--- config.mk ---
export PLATFORM = sky130hd
export DESIGN_NAME = prg_ram_writer_flat
export DESIGN_NICKNAME = d
export VERILOG_FILES = /design/src/rtl/prg_pkg.sv /design/src/rtl/sdram_bus.sv /design/src/rtl/prg_ram_writer_fifo.sv /design/src/rtl/prg_ram_writer.sv /design/src/flat_wrapper.sv
export SDC_FILE = /design/constraint.sdc
export NUM_CORES = 1
export LEC_CHECK = 0
export CORE_MARGIN = 10
export CORE_UTILIZATION = 45
export CTS_CLUSTER_SIZE = 40
export DETAILED_ROUTE_END_ITERATION = 8
export PLACE_DENSITY = 0.67
export SYNTH_ARGS = -nofsm -noshare
export SYNTH_HDL_FRONTEND = slang
export SYNTH_SLANG_ARGS = --single-unit
--- constraint.sdc ---
create_clock -name clk -period 2.8 [get_ports clk]
set_input_delay 0.56 -clock clk [delete_from_list [all_inputs] [get_ports clk]]
set_output_delay 0.56 -clock clk [all_outputs]
set_load 0.05 [all_outputs]
--- src/rtl/prg_pkg.sv ---
// Shared types and constants for the PRG RAM write path.
package prg_pkg;

  localparam int PRG_ADDR_BITS = 23;
  localparam logic [1:0] WM_NONE = 2'b11;

  typedef struct packed {
    logic [PRG_ADDR_BITS-1:0] addr;
    logic [7:0]               data;
  } wr_entry_t;

  typedef enum logic [0:0] {
    IDLE     = 1'b0,
    WAIT_ACK = 1'b1
  } wr_state_t;

  // A set wm bit masks its byte: odd addresses write [15:8], even write [7:0].
  function automatic logic [1:0] wm_for(input logic lsb);
    return lsb ? 2'b01 : 2'b10;
  endfunction

endpackage

--- src/rtl/sdram_bus.sv ---
// SDRAM port with req/ack toggle handshake; the controller owns req, the memory owns ack.
interface sdram_bus #(parameter int AW = 22);
  logic          req;
  logic          ack;
  logic          we;
  logic [AW-1:0] address;
  logic [15:0]   data_write;
  logic [1:0]    wm;

  modport controller (output req, we, address, data_write, wm, input ack);
  modport memory     (input req, we, address, data_write, wm, output ack);
endinterface

--- src/rtl/prg_ram_writer_fifo.sv ---
// Small write queue; a push on a full queue is taken only when a pop happens in the same cycle.
module wr_fifo
  import prg_pkg::*;
#(
  parameter int DEPTH = 4
) (
  input  logic      clk,
  input  logic      rst_n,
  input  logic      i_push,
  input  wr_entry_t i_data,
  input  logic      i_pop,
  output wr_entry_t o_head,
  output logic      o_full,
  output logic      o_empty
);

  localparam int PW = $clog2(DEPTH);

  logic [PW:0] r_wptr;
  logic [PW:0] r_rptr;
  wr_entry_t   r_mem [DEPTH];
  logic        w_push_ok;
  logic        w_pop_ok;

  assign o_empty   = (r_wptr == r_rptr);
  assign o_full    = (r_wptr[PW] != r_rptr[PW]) && (r_wptr[PW-1:0] == r_rptr[PW-1:0]);
  assign w_pop_ok  = i_pop && !o_empty;
  assign w_push_ok = i_push && (!o_full || w_pop_ok);
  assign o_head    = r_mem[r_rptr[PW-1:0]];

  always_ff @(posedge clk or negedge rst_n) begin
    if (!rst_n) begin
      r_wptr <= '0;
      r_rptr <= '0;
      for (int i = 0; i < DEPTH; i++) begin
        r_mem[i] <= '0;
      end
    end else begin
      if (w_push_ok) begin
        r_mem[r_wptr[PW-1:0]] <= i_data;
        r_wptr                <= r_wptr + 1'b1;
      end
      if (w_pop_ok) begin
        r_rptr <= r_rptr + 1'b1;
      end
    end
  end

endmodule

--- src/rtl/prg_ram_writer.sv ---
// Captures cartridge-bus byte writes, queues them and issues masked word writes to SDRAM.
module prg_ram_writer
  import prg_pkg::*;
#(
  parameter int ADDR_BITS = PRG_ADDR_BITS,
  parameter int DEPTH     = 4
) (
  input  logic                 clk,
  input  logic                 reset,
  sdram_bus.controller         ram,
  input  logic                 we,
  input  logic [ADDR_BITS-1:0] addr,
  input  logic [7:0]           data_in,
  output logic                 inval,
  output logic [ADDR_BITS-2:0] inval_addr,
  output logic                 busy,
  output logic                 overflow
);

  logic [3:0] r_sync;
  logic       w_edge;
  logic       w_full;
  logic       w_empty;
  wr_entry_t  w_head;
  wr_entry_t  w_entry;
  wr_state_t  r_state;
  wr_state_t  w_next;
  logic       w_issue;
  logic       w_done;

  assign w_edge  = (r_sync[3:1] == 3'b011);
  assign w_entry = '{addr: addr, data: data_in};
  assign busy    = !w_empty || (r_state != IDLE);

  wr_fifo #(.DEPTH(DEPTH)) u_fifo (
    .clk     (clk),
    .rst_n   (reset),
    .i_push  (w_edge),
    .i_data  (w_entry),
    .i_pop   (w_issue),
    .o_head  (w_head),
    .o_full  (w_full),
    .o_empty (w_empty)
  );

  always_ff @(posedge clk or negedge reset) begin
    if (!reset) begin
      r_sync  <= 4'b0000;
      r_state <= IDLE;
    end else begin
      r_sync  <= {r_sync[2:0], we};
      r_state <= w_next;
    end
  end

  always_comb begin
    w_next  = r_state;
    w_issue = 1'b0;
    w_done  = 1'b0;
    case (r_state)
      IDLE: begin
        if (!w_empty && (ram.req == ram.ack)) begin
          w_issue = 1'b1;
          w_next  = WAIT_ACK;
        end else begin
          w_next = IDLE;
        end
      end
      WAIT_ACK: begin
        if (ram.req == ram.ack) begin
          w_done = 1'b1;
          w_next = IDLE;
        end else begin
          w_next = WAIT_ACK;
        end
      end
      default: w_next = IDLE;
    endcase
  end

  // Handshake fields change only on issue/completion, so they stay stable while req != ack.
  always_ff @(posedge clk or negedge reset) begin
    if (!reset) begin
      ram.req        <= 1'b0;
      ram.we         <= 1'b0;
      ram.address    <= '0;
      ram.data_write <= 16'h0000;
      ram.wm         <= WM_NONE;
      inval          <= 1'b0;
      inval_addr     <= '0;
      overflow       <= 1'b0;
    end else begin
      inval <= 1'b0;
      if (w_issue) begin
        ram.req        <= ~ram.req;
        ram.we         <= 1'b1;
        ram.address    <= w_head.addr[ADDR_BITS-1:1];
        ram.data_write <= {w_head.data, w_head.data};
        ram.wm         <= wm_for(w_head.addr[0]);
        inval          <= 1'b1;
        inval_addr     <= w_head.addr[ADDR_BITS-1:1];
      end else if (w_done) begin
        ram.we <= 1'b0;
        ram.wm <= WM_NONE;
      end
      if (w_edge && w_full && !w_issue) begin
        overflow <= 1'b1;
      end
    end
  end

endmodule

--- src/flat_wrapper.sv ---
// flat-port wrapper written by rule: the top's interface ports become plain ports
module prg_ram_writer_flat import prg_pkg::*;
#(
  parameter int ADDR_BITS = PRG_ADDR_BITS,
  parameter int DEPTH     = 4
)
  (clk, reset, we, addr, data_in, inval, inval_addr, busy, overflow, ram_req, ram_we, ram_address, ram_data_write, ram_wm, ram_ack);
  sdram_bus #(.AW(22)) ram_i ();
  input  logic clk;
  input  logic reset;
  input  logic we;
  input  logic [ADDR_BITS-1:0] addr;
  input  logic [7:0] data_in;
  output logic inval;
  output logic [ADDR_BITS-2:0] inval_addr;
  output logic busy;
  output logic overflow;
  output wire logic [$bits(ram_i.req)-1:0] ram_req;
  output wire logic [$bits(ram_i.we)-1:0] ram_we;
  output wire logic [$bits(ram_i.address)-1:0] ram_address;
  output wire logic [$bits(ram_i.data_write)-1:0] ram_data_write;
  output wire logic [$bits(ram_i.wm)-1:0] ram_wm;
  input wire logic [$bits(ram_i.ack)-1:0] ram_ack;
  assign ram_req = ram_i.req;
  assign ram_we = ram_i.we;
  assign ram_address = ram_i.address;
  assign ram_data_write = ram_i.data_write;
  assign ram_wm = ram_i.wm;
  assign ram_i.ack = ram_ack;
  prg_ram_writer #(.ADDR_BITS(ADDR_BITS), .DEPTH(DEPTH)) u_core (.clk(clk), .reset(reset), .ram(ram_i), .we(we), .addr(addr), .data_in(data_in), .inval(inval), .inval_addr(inval_addr), .busy(busy), .overflow(overflow));
endmodule
## After elaboration in Yosys (flattened, before gate mapping)

Index checks and enable logic that the tools add are counted.

- Add/subtract/negate cells: 2
- Magnitude comparators: 3
- Eq/ne operators: 5
- Multiplexer cells: 18
- Bitwise logic cells: 4
- Reduce and logical (&&, ||, !) cells: 13

Operators with widths:

| kind | number |
|---|---|
| bitwise mux 124 bit | 1 |
| 2-to-1 mux 31 bit | 3 |
| binary-select mux 31 bit (select 2 bit) | 1 |
| demux 31 bit (select 2 bit) | 1 |
| 2-to-1 mux 1 bit | 8 |
| logical AND 1 bit | 7 |
| adder 3 x 1 -> 3 bit, second input constant | 2 |
| greater-or-equal comparator 3 bit, second input constant | 2 |
| 2-to-1 mux 2 bit | 3 |
| NOT 2 -> 3 bit | 2 |
| == test 3 x 2 -> 1 bit, second input constant | 1 |
| == test 3 bit | 1 |
| logical NOT 1 bit | 3 |
| less-than comparator 3 x 1 -> 1 bit, second input constant | 1 |
| == test 2 bit | 1 |
| logical OR 1 bit | 2 |
| NOT 1 bit | 2 |
| case mux 1 bit (2 select lines) | 1 |
| nonzero test 2 bit | 1 |
| == test 1 bit | 1 |
| inequality test 1 bit | 1 |

- Bits in registers: 179
- Bits of input ports: 35
- Output and inout port bits: 67
- Logic and storage cells: 64

## Depth between registers and ports, before layout

- Depth after elaboration: 8
- Depth in mapped cells: 7
- Mapped depth without buffers: 4

## Hierarchy

From an unflattened synthesis, not the netlist that was laid out.

- Cell total of the unflattened synthesis: 474
- Area, all modules: 7886.3 µm²

Modules (own cells, without submodules):

| module | instances | cells each | area each (µm²) | seq. area each (µm²) |
|---|---|---|---|---|
| wr_fifo | 1 | 353 | 6004.5 | 3253.1 |
| prg_ram_writer | 1 | 121 | 1881.8 | 1028.5 |

## Worst setup path before layout

OpenSTA, ideal clock, no wires.

- Path type: register to register
- Start: register u_core.ram.req
- End: register u_core.u_fifo.r_wptr[1]
- Library setup time: 0.125 ns
- Arrival time: 1.968 ns
- Data required time: 2.675 ns
- Path slack: 0.708 ns
- Stages on the path, launching flop included: 7
- Path buffers: 2
- Clock period less this slack: 2.092 ns
- Path through: dfrtp_1 -> xnor2_1 -> a2111o_1 -> buf_4 -> buf_6 -> nand2_1 -> mux2_2

- Cells in the longest elaborated chain, start to end: 7

Ends and longest elaborated chain:

| item | line | text |
|---|---|---|
| from (decl) | sdram_bus.sv:10 | `modport controller (output req, we, address, data_write, wm, input ack);` |
| from (signal assigned) | prg_ram_writer.sv:95 | `ram.req <= ~ram.req;` |
| == test 1 bit | prg_ram_writer.sv:62 | `if (!w_empty && (ram.req == ram.ack)) begin` |
| logical AND 1 bit | prg_ram_writer.sv:62 |  |
| 2-to-1 mux 1 bit | prg_ram_writer.sv:62 |  |
| 2-to-1 mux 1 bit | prg_ram_writer.sv:60 | `case (r_state)` |
| logical AND 1 bit | prg_ram_writer_fifo.sv:27 | `assign w_pop_ok = i_pop && !o_empty;` |
| logical OR 1 bit | prg_ram_writer_fifo.sv:28 | `assign w_push_ok = i_push && (!o_full \|\| w_pop_ok);` |
| logical AND 1 bit | prg_ram_writer_fifo.sv:28 |  |
| to (signal assigned) | prg_ram_writer_fifo.sv:41 | `r_wptr <= r_wptr + 1'b1;` |
| to (decl) | prg_ram_writer_fifo.sv:19 | `logic [PW:0] r_wptr;` |

Every way passes these cells.
A chain may end at the register's enable or synchronous reset.

## Final worst setup path

- Start: register u_core.u_fifo.r_rptr[1]
- End: output busy

- Cells in the longest elaborated chain, start to end: 3

Ends and longest elaborated chain:

| item | line | text |
|---|---|---|
| from (decl) | prg_ram_writer_fifo.sv:20 | `logic [PW:0] r_rptr;` |
| from (signal assigned) | prg_ram_writer_fifo.sv:44 | `r_rptr <= r_rptr + 1'b1;` |
| == test 3 bit | prg_ram_writer_fifo.sv:25 | `assign o_empty = (r_wptr == r_rptr);` |
| logical NOT 1 bit | prg_ram_writer.sv:33 | `assign busy = !w_empty \|\| (r_state != IDLE);` |
| logical OR 1 bit | prg_ram_writer.sv:33 |  |
| to (decl) | flat_wrapper.sv:16 | `output logic busy;` |

Every way passes these cells.

==> flow_summary.json <==
{
  "status": "complete, no violations",
  "slew_headroom": 0.4953,
  "p_clk_frac": 0.194,
  "postSynthAreaPerCell_um2": 14.93,
  "routed_via_density": 5.963,
  "swShare": 0.3919,
  "grt_pass1_vias": 5161,
  "drc": 0,
  "die_w_um": 149.5,
  "r2r_cells": 5,
  "antenna_found_initial": 0,
  "p_comb_frac": 0.466,
  "antenna_left": 0,
  "p_per_area_nw_per_um2": 1391,
  "die_h_um": 149.5,
  "critPathKind": "reg -> out",
  "wire_per_inst_um": 23.33,
  "cts_hold_buf": 0,
  "rr_startpoint": "u_core.u_fifo.r_rptr[1]$_DFFE_PN0P_",
  "cts.repair.resized": 0,
  "cts_root_buf": "clkbuf_16",
  "drive_gt1_frac": 0.2347,
  "clockBufferDepth": 2,
  "placed_cell_area_um2": 8651,
  "ir_drop_mv": 0.6214,
  "yosysWarnings": 0,
  "grt.total_usage": 0.1721,
  "worstMarginPinSlew_ps": 757.1,
  "seqPwrFrac": 0.340,
  "clock_skew_ps": 7.172,
  "first_iter_violations": 295,
  "syn_inst": 505,
  "fmax_ghz": 0.3894,
  "ys_seq_area_frac": 0.5678,
  "grt_max_degree": 83,
  "insertedDiodeCount": 0,
  "yosys_register_bits": 171,
  "io_pins": 102,
  "hold_ws_ps": 175.3,
  "fillers": 1325,
  "p_sw_w": 0.005057,
  "cts.sinks": 171,
  "nets": 617,
  "core_um2": 16520,
  "cp-end-kind": "output pin",
  "drv_slew": 0,
  "stdcell_area_um2": 9276,
  "fin_crit_sh": 0.9173,
  "ff2ff_setup_slack_ps": 660,
  "firstDrtPassIters": 4,
  "globalplace.congestion": 0.7786,
  "routed_wl_mm": 18.85,
  "post-cts-setup-buffers": 0,
  "reg2reg_to": "u_core.u_fifo.r_mem[74]$_DFFE_PN0P_",
  "syn_to_final_growth_pct": 23.01,
  "cts_buffers": 17,
  "synth_cell_types": 33,
  "tritoncts": "done",
  "insertion_delay_ps": 430,
  "vias": 4818,
  "gr-total-overflow": 0,
  "rsz0062_at_grt": "no",
  "start_util": 0.4563,
  "maxCapViolCount": 0,
  "critPathRequiredTime_ps": 2240,
  "fin_crit_ps": 2568,
  "dp_hpwl_mm": 11.90,
  "dieArea_um2": 22340,
  "postLayoutCoreUtil": 0.5614,
  "min_path_type": "in -> async",
  "cp-start-kind": "register",
  "htree_levels": 4,
  "synth_area_um2": 7541,
  "setup_violations": 0,
  "p_int_w": 0.007847,
  "leakagePower_nw": 4.129,
  "grt_pass1_wl_mm": 29.97,
  "path_max_fanout": 15,
  "path_clk_slew_ps": 60,
  "syn_nets": 545,
  "hold_viol": 0,
  "port_buffers": 101,
  "tns_ps": 0,
  "cp.arrival_ps": 2010,
  "num_rows": 47
}
-- worst max-delay path by stage --
| stage | start | endpoint | cells after the start |
|---|---|---|---|
| 2_1_floorplan | u_core.ram.req$_DFFE_PN0N_ | u_core.u_fifo.r_wptr[1]$_DFFE_PN0P_ | 6 |
| 3_3_place_gp | ram_ack | u_core.u_fifo.r_wptr[1]$_DFFE_PN0P_ | 6 |
| 3_5_place_dp | ram_ack | u_core.u_fifo.r_mem[74]$_DFFE_PN0P_ | 6 |
| 4_1_cts | u_core.u_fifo.r_rptr[1]$_DFFE_PN0P_ | busy | 4 |
| 5_1_grt | u_core.u_fifo.r_rptr[1]$_DFFE_PN0P_ | busy | 4 |
| 6_report | u_core.u_fifo.r_rptr[1]$_DFFE_PN0P_ | busy | 4 |
-- power groups by stage --
stage | sequential, W | combinational, W | clock, W
after floorplan | 0.00489 | 0.00389 | 0
after global placement | 0.00430 | 0.00598 | 0
after detailed placement | 0.00440 | 0.00608 | 0
after CTS | 0.00438 | 0.00610 | 0.00254
after global routing | 0.00451 | 0.00639 | 0.00265
final | 0.00439 | 0.00601 | 0.00250
-- registers in the layout, summed over array words and instances, names as in the netlist --
name	flops
u_core.r_state	1
u_core.u_fifo.r_wptr	3
u_core.inval	1
u_core.ram.req	1
u_core.ram.address	22
u_core.overflow	1
u_core.r_sync	4
u_core.ram.we	1
u_core.ram.wm	2
u_core.ram.data_write	8
u_core.u_fifo.r_rptr	3
u_core.u_fifo.r_mem	124
-- cells in the final DEF (no fill, tap or decap), drive strengths merged --
master | synthesis | layout
a221oi | 1 | 1
and3b | 1 | 1
or4b | 1 | 1
mux4 | 31 | 31
nand2b | 2 | 2
buf | 53 | 28
a2111o | 1 | 1
o2bb2ai | 1 | 1
o21ai | 1 | 1
dfrtp | 169 | 169
xor2 | 4 | 4
clkbuf | 21 | 23
a2bb2oi | 1 | 1
dfstp | 2 | 2
nor3 | 2 | 2
nor2 | 4 | 4
a31oi | 1 | 1
clkinv | 0 | 2
inv | 3 | 3
and3 | 31 | 31
clkinvlp | 0 | 1
nand2 | 2 | 2
bufinv | 0 | 4
clkdlybuf4s50 | 0 | 99
ha | 5 | 5
a21o | 1 | 1
a22o | 124 | 124
xnor2 | 5 | 5
o31ai | 1 | 1
nor3b | 1 | 1
nand3 | 4 | 4
mux2 | 32 | 32
-- synth_stat cells --
master / n / share of area
a2111o_1: 1 / 0.0015
a21o_1: 1 / 0.0010
a221oi_1: 1 / 0.0012
a22o_1: 124 / 0.14
a2bb2oi_1: 1 / 0.0012
a31oi_1: 1 / 0.00083
and3_1: 4 / 0.0033
and3_4: 27 / 0.040
and3b_1: 1 / 0.0012
buf_2: 13 / 0.0086
buf_4: 37 / 0.037
buf_6: 3 / 0.0045
clkbuf_1: 21 / 0.010
dfrtp_1: 169 / 0.56
dfstp_2: 2 / 0.0070
ha_1: 5 / 0.0083
inv_1: 3 / 0.0015
mux2_1: 25 / 0.037
mux2_2: 7 / 0.010
mux4_2: 31 / 0.093
nand2_1: 2 / 0.0010
nand2b_1: 2 / 0.0017
nand3_1: 4 / 0.0027
nor2_1: 4 / 0.0020
nor3_1: 1 / 0.00066
nor3_4: 1 / 0.0022
nor3b_4: 1 / 0.0025
o21ai_0: 1 / 0.00066
o2bb2ai_1: 1 / 0.0012
o31ai_1: 1 / 0.0010
or4b_2: 1 / 0.0013
xnor2_1: 5 / 0.0058
xor2_1: 4 / 0.0046
-- per-stage QoR --
step                      total power [W]  setup slack, ps  std cells
after detailed placement          0.01047            185.9        778
after floorplan                  0.008776            707.8        505
final                             0.01290            231.6        808
after global routing              0.01355            120.8        808
after global placement            0.01028            238.7        778
after CTS                         0.01301            214.1        808
-- area by class of cell --
class                      instances  area (um2)  share of cell area
multi-input combinational        257        2825              0.3046
clock inverter                     7       137.6             0.01484
inverter                           3       11.26            0.001214
timing repair buffer             127        1255              0.1353
clock buffer                      23       488.0             0.05260
tap                              220       275.3             0.02967
sequential                       171        4284              0.4618
-- cell families after synthesis --
| family | Yosys count | share of synthesized area |
|---|---|---|
| buffers and inverters | 77 | 0.06189 |
| multiplexers | 63 | 0.1404 |
| XOR/XNOR | 9 | 0.01045 |
| AND/OR/NAND/NOR | 48 | 0.05874 |
| AO/OA/AOI/OAI | 132 | 0.1525 |
| adder cells (fa/ha/maj) | 5 | 0.008296 |
| flip-flops | 171 | 0.5678 |
-- layer usage --
metal  vias up  GRT usage  wire length, um
met1      2574     0.2215             8033
met5         -          0                0
met3        27    0.04740             1166
met2       170     0.2739             9329
met4         0    0.06084              320
li1       2047          -                -
-- critical path: stages (launching register included) --
cell and delay [ps]:
dfrtp_2 640, xor2_1 200, nor3b_4 440, nand2_1 100
buf_4 200
No activity file was read; power rests on OpenSTA's default activity.
